<file path="src/rtl/sam_bus_pkg.sv">
// Shared types and constants for the SAM bus memory controller.
package sam_bus_pkg;

    localparam int SAM_AW = 8;
    localparam int SAM_DW = 8;

    localparam logic RW_READ  = 1'b1;
    localparam logic RW_WRITE = 1'b0;

    typedef enum logic [1:0] {
        LD_IDLE = 2'd0,
        LD_WAIT = 2'd1,
        LD_HOLD = 2'd2
    } ld_state_e;

endpackage

</file>
<file path="src/rtl/sam_ram.sv">
// Single-port synchronous RAM with registered read data.
// Contents are not reset; only the read register is.
module sam_ram
    import sam_bus_pkg::*;
#(
    parameter int AW = SAM_AW,
    parameter int DW = SAM_DW
) (
    input  logic          clk,
    input  logic          rst,
    input  logic          we,
    input  logic          re,
    input  logic [AW-1:0] addr,
    input  logic [DW-1:0] wdata,
    output logic [DW-1:0] rdata
);

    logic [DW-1:0] mem [0:(1<<AW)-1];
    logic [DW-1:0] rdata_q;
    logic [DW-1:0] rdata_d;

    always_ff @(posedge clk) begin
        if (we) begin
            mem[addr] <= wdata;
        end
    end

    always_comb begin
        rdata_d = rdata_q;
        if (re) begin
            rdata_d = mem[addr];
        end
    end

    always_ff @(posedge clk) begin
        if (rst) begin
            rdata_q <= '0;
        end else begin
            rdata_q <= rdata_d;
        end
    end

    assign rdata = rdata_q;

endmodule

</file>
<file path="src/rtl/sam_bus_mem.sv">
// Memory-side SAM bus controller: address latch, one-cycle reads,
// same-edge writes and a front-panel program loader.
module sam_bus_mem
    import sam_bus_pkg::*;
#(
    parameter int AW = SAM_AW,
    parameter int DW = SAM_DW
) (
    input  logic          clk,
    input  logic          rst,
    input  logic          ale,
    input  logic          en,
    input  logic          rw,
    input  logic [DW-1:0] bus_in,
    output logic [DW-1:0] bus_out,
    output logic          bus_oe,
    input  logic          prog_mode,
    input  logic          prog_we,
    input  logic [DW-1:0] prog_data,
    output logic [AW-1:0] prog_addr,
    output logic          prog_wrap,
    output logic          err
);

    logic [AW-1:0] addr_q;
    logic [AW-1:0] addr_d;
    logic          oe_q;
    logic          oe_d;
    logic          err_q;
    logic          err_d;

    ld_state_e     ld_state_q;
    logic [AW-1:0] prog_addr_q;
    logic          prog_wrap_q;

    logic          cpu_act;
    logic          rd_strobe;
    logic          wr_strobe;
    logic          wr_clash;
    logic          ld_we;

    logic          ram_we;
    logic          ram_re;
    logic [AW-1:0] ram_addr;
    logic [DW-1:0] ram_wdata;
    logic [DW-1:0] rd_q;

    always_comb begin
        cpu_act   = !prog_mode;
        rd_strobe = cpu_act && en && (rw == RW_READ);
        wr_strobe = cpu_act && en && (rw == RW_WRITE) && !ale;
        wr_clash  = cpu_act && en && (rw == RW_WRITE) && ale;
        ld_we     = prog_mode && (ld_state_q == LD_WAIT) && prog_we;

        addr_d = addr_q;
        if (cpu_act && ale) begin
            addr_d = bus_in[AW-1:0];
        end

        oe_d  = rd_strobe;
        err_d = err_q || wr_clash;
    end

    // A read with simultaneous ALE bypasses the latch and uses the bus.
    always_comb begin
        ram_we    = ld_we || wr_strobe;
        ram_re    = rd_strobe;
        ram_wdata = bus_in;
        ram_addr  = addr_q;
        if (prog_mode) begin
            ram_addr  = prog_addr_q;
            ram_wdata = prog_data;
        end else if (ale) begin
            ram_addr = bus_in[AW-1:0];
        end
    end

    always_ff @(posedge clk) begin
        if (rst) begin
            addr_q <= '0;
            oe_q   <= 1'b0;
            err_q  <= 1'b0;
        end else begin
            addr_q <= addr_d;
            oe_q   <= oe_d;
            err_q  <= err_d;
        end
    end

    // Loader: one write per press; the hold state waits for release.
    always_ff @(posedge clk) begin
        if (rst) begin
            ld_state_q  <= LD_IDLE;
            prog_addr_q <= '0;
            prog_wrap_q <= 1'b0;
        end else if (!prog_mode) begin
            ld_state_q <= LD_IDLE;
        end else begin
            unique case (ld_state_q)
                LD_IDLE: begin
                    prog_addr_q <= '0;
                    prog_wrap_q <= 1'b0;
                    ld_state_q  <= LD_WAIT;
                end
                LD_WAIT: begin
                    if (prog_we) begin
                        prog_addr_q <= prog_addr_q + 1'b1;
                        if (&prog_addr_q) begin
                            prog_wrap_q <= 1'b1;
                        end
                        ld_state_q <= LD_HOLD;
                    end
                end
                LD_HOLD: begin
                    if (!prog_we) begin
                        ld_state_q <= LD_WAIT;
                    end
                end
                default: begin
                    ld_state_q <= LD_IDLE;
                end
            endcase
        end
    end

    sam_ram #(
        .AW (AW),
        .DW (DW)
    ) u_ram (
        .clk   (clk),
        .rst   (rst),
        .we    (ram_we),
        .re    (ram_re),
        .addr  (ram_addr),
        .wdata (ram_wdata),
        .rdata (rd_q)
    );

    assign bus_out   = rd_q;
    assign bus_oe    = oe_q;
    assign err       = err_q;
    assign prog_addr = prog_addr_q;
    assign prog_wrap = prog_wrap_q;

endmodule

</file>
<file path="config.mk">
export PLATFORM = sky130hd
export DESIGN_NAME = sam_bus_mem
export DESIGN_NICKNAME = d
export VERILOG_FILES = /design/src/rtl/sam_bus_pkg.sv /design/src/rtl/sam_ram.sv /design/src/rtl/sam_bus_mem.sv
export SDC_FILE = /design/constraint.sdc
export NUM_CORES = 2
export LEC_CHECK = 0
export CAP_MARGIN = 30
export CORE_MARGIN = 5
export CORE_UTILIZATION = 40
export DETAILED_ROUTE_END_ITERATION = 10
export GPL_TIMING_DRIVEN = 0
export HOLD_SLACK_MARGIN = 0.06
export MAX_ROUTING_LAYER = met4
export PLACE_DENSITY = 0.64
export SLEW_MARGIN = 15
export SYNTH_ARGS = -nofsm -noshare
export SYNTH_HDL_FRONTEND = slang
export SYNTH_HIERARCHICAL = 1
export SYNTH_SLANG_ARGS = --single-unit
</file>
<file path="constraint.sdc">
create_clock -name clk -period 11.87 [get_ports clk]
set_input_delay 2.9675 -clock clk [delete_from_list [all_inputs] [get_ports clk]]
set_output_delay 2.9675 -clock clk [all_outputs]
set_load 0.03 [all_outputs]
</file>
==> impl_results.md <==
- Fin nets: 4368
- Die H: 461 um
- GP Congestion: 1.03
- Multi-input combinational cell area: 18300 um^2
- Critical Path Fanout Max: 10
- Seq cells post-synth: 2077
- Slew Limit Fails: 0
- Hold_buf cts: 0
- Gates resized, CTS repair: 0
- Mapped Area: 81400 um^2
- IO Port Bufs: 40
- Global-route wire length before repair: 377000 um
- Leak: 28.7 nW
- Tot GR Track Use: 0.273
- Top achievable clock speed: 108 MHz
- FILL cells: 16700
- Critical path class: in2reg
- Post-DRT Antenna Nets: 0
- Commonest non-fill, non-tap cell in the layout: edfxtp_1
- Num CTS Buffers: 207
- DR pass1 iterations: 6
- Share of layout cells above drive strength 1: 0.257
- Multiplexer share of the synthesized area: 0.162
- Top layer in use: met4
- Min-delay worst type: reg2reg
- Skew-Pair Late Insertion Delay: 0.87 ns
- CTS Root Cell: clkbuf_16
- Met1 WL: 103000 um
- Crit path cell chain: buf_2 -> buf_2 -> clkbuf_1 -> nand2_1 -> o21ai_0 -> buf_4 -> buf_2 -> buf_2 -> clkbuf_2 -> buf_16 -> clkbuf_2 -> nand2_1 -> nor2_1 -> nand2_1 -> clkbuf_2 -> nor2_1
- Die W: 461 um
- CTS Buffer Depth: 3
- CP required: 12.35 ns
- Setup Buffers After CTS: 0
- Status: finished, final reports clean
- Largest family of logic cells by synthesized area: multiplexers
- Slew headroom: 0.204
- Top-area cell type share of the netlist area: 0.756
- Compound-Gate Fraction of Synth Area: 0.0257
- Most frequent CP cell: buf_2
- Via-to-Cell Ratio: 6.41
- DRT iter0 DRCs: 7883
- Initial antenna violation count: 15
- Worst hold slack: 0.462 ns
- Most frequent cells in the layout: edfxtp_1, mux4_2, nor2_1
- Max VDD drop: 0.000165 V
- CTS clk-pin slew, worst paths: 0.06 ns
- Drt wl/cell: 39.5 um
- Delay-heaviest family, CP: buffers and inverters
- Ys async rst share: 0
- Arr. time, crit path: 9.69 ns
- Io pins: 42
- Fin crit period: 9.22 ns
- Synthesized Nets: 3984
- Power, Total: 15.5 mW
- Syn Area/Cell: 20.5 um^2
- Final Cycle Share: 0.777
- Final Cell Area: 93800 um^2
- Post-synthesis xor/xnor area fraction: 0.000108
- P&R area growth vs syn: 15.2%
- Max_cap viols: 0
- DRT Wirelength: 285000 um
- PD cells: 166 nW/um^2
- Top_reg_cell synth: edfxtp_1
- Cell variety after synth: 70
- Largest net degree at the start of global routing: 141
- Detail Route met2 WL: 124000 um
- Max stage delay on crit path: 1.05 ns
- Htree depth: 4
- Syn. warnings: 6
- RSZ-0062 raised after global routing: false
- Dominant cells by area after synthesis: edfxtp_1, mux4_2, mux2i_1, nor2_1, dfxtp_1
- Slew @ Worst Pin: 1.19 ns
- Metal3 WL: 39000 um
- CTS tree: built
- Worst path bufs/invs: 10
- Core ar.: 202000 um^2
- Adder-cell share of the synthesized area: 0.000277
- GRT overflow: 0
- Post-synth EDFFs: 2048
- Simple-Gate Fraction of Synth Area: 0.0318
- Clock skew: 0.0499 ns
- Syn Inst Count: 3960
- Remaining DRCs: 0
- Final hold viol count: 0
- Crit. End Element: flip-flop
- Setup TNS: 0 ns
- Seq/Total Area, Yosys: 0.763
- CP max-delay cell: nor2_1
- Post-synth top area cell: edfxtp_1
- Finish-stage setup viols: 0
- FP Rows: 165
- Crit path launch type: input port
- DIE AREA: 213000 um^2
- Via count: 46100
- DP Area: 87100 um^2
- DP Wirelength: 192000 um
- Initial Utilization: 0.402
- Via count of the first global-routing pass: 42800
- Sink Count: 2077
- Sequential Area: 62100 um^2
==> stage by stage <==
stage                util  instances  setup slack [ns]
finish              0.463       7204              2.65
global route        0.463       7201              2.80
CTS                 0.462       7163              3.04
global placement    0.421       6672             0.187
detailed placement  0.431       6780              2.14
floorplan               -       3960              5.41
==> registers in the layout (all words and copies together) (netlist names) <==
name,count
u_ram/mem,2048
addr_q,8
prog_addr,8
u_ram/rdata,8
ld_state_q,2
bus_oe,1
err,1
prog_wrap,1
==> synthesized netlist by cell type, drive strengths merged (33+ instances only) <==
cell type and count:
edfxtp 2048, mux4 472, nor2 265, mux2i 199
nand2 136, buf 133, clkbuf 121, o22ai 61
a21oi 60, nor3 54, o21ai 52, mux2 47
nand3 35, a22oi 33
==> path summary, 6_finish.rpt <==
| path | from | to | slack (ns) | depth (start not counted) |
|---|---|---|---|---|
| worst max register to register | prog_addr[1] | u_ram/mem[99][2] | 5.30 | 13 |
| worst max-delay path | prog_mode | u_ram/mem[99][2] | 2.65 | 16 |
| worst min register to register | addr_q[5] | addr_q[5] | 0.46 | 2 |
| worst min-delay path | addr_q[5] | addr_q[5] | 0.46 | 2 |
==> report_power, final <==
part / leakage, nW / internal (mW) / switching, mW / total [mW]
clock: 3.11 / 3.43 / 2.83 / 6.26
sequential: 18.6 / 8.12 / 0.00608 / 8.13
combinational: 6.92 / 0.333 / 0.803 / 1.14
==> per-layer routing <==
metal,global-route usage,vias to the layer above
li1,-,17200
met1,0.357,24600
met2,0.386,3667
met3,0.0847,730
met4,0.137,0
met5,-,-
==> worst register-to-register path, delay by kind of cell (launching register included) <==
kind	cells	cell delay, ns
buf+inv	7	3.44
simple gates	5	2.23
flops	1	0.43
compound gates	1	0.09
==> cell type report <==
type	instances	area share
multi-input cells	1616	0.195
flip-flops and latches	2077	0.662
repair buffers	175	0.0231
well taps	2672	0.0357
inverters	13	0.000520
plain buffers	254	0.0153
clock inverters	126	0.0110
clock buffers	257	0.0575
diodes	14	0.000374
==> logic make-up (layout without fill, tap and decap cells) <==
logic type / after synthesis / after routing
flip-flops: 2077 / 2077
other: 0 / 14
AO/OA/AOI/OAI: 314 / 314
buffers and inverters: 267 / 825
AND/OR/NAND/NOR: 581 / 581
XOR/XNOR: 1 / 1
multiplexers: 718 / 718
adder cells (fa/ha/maj): 2 / 2
No activity file was read; power rests on OpenSTA's default activity.
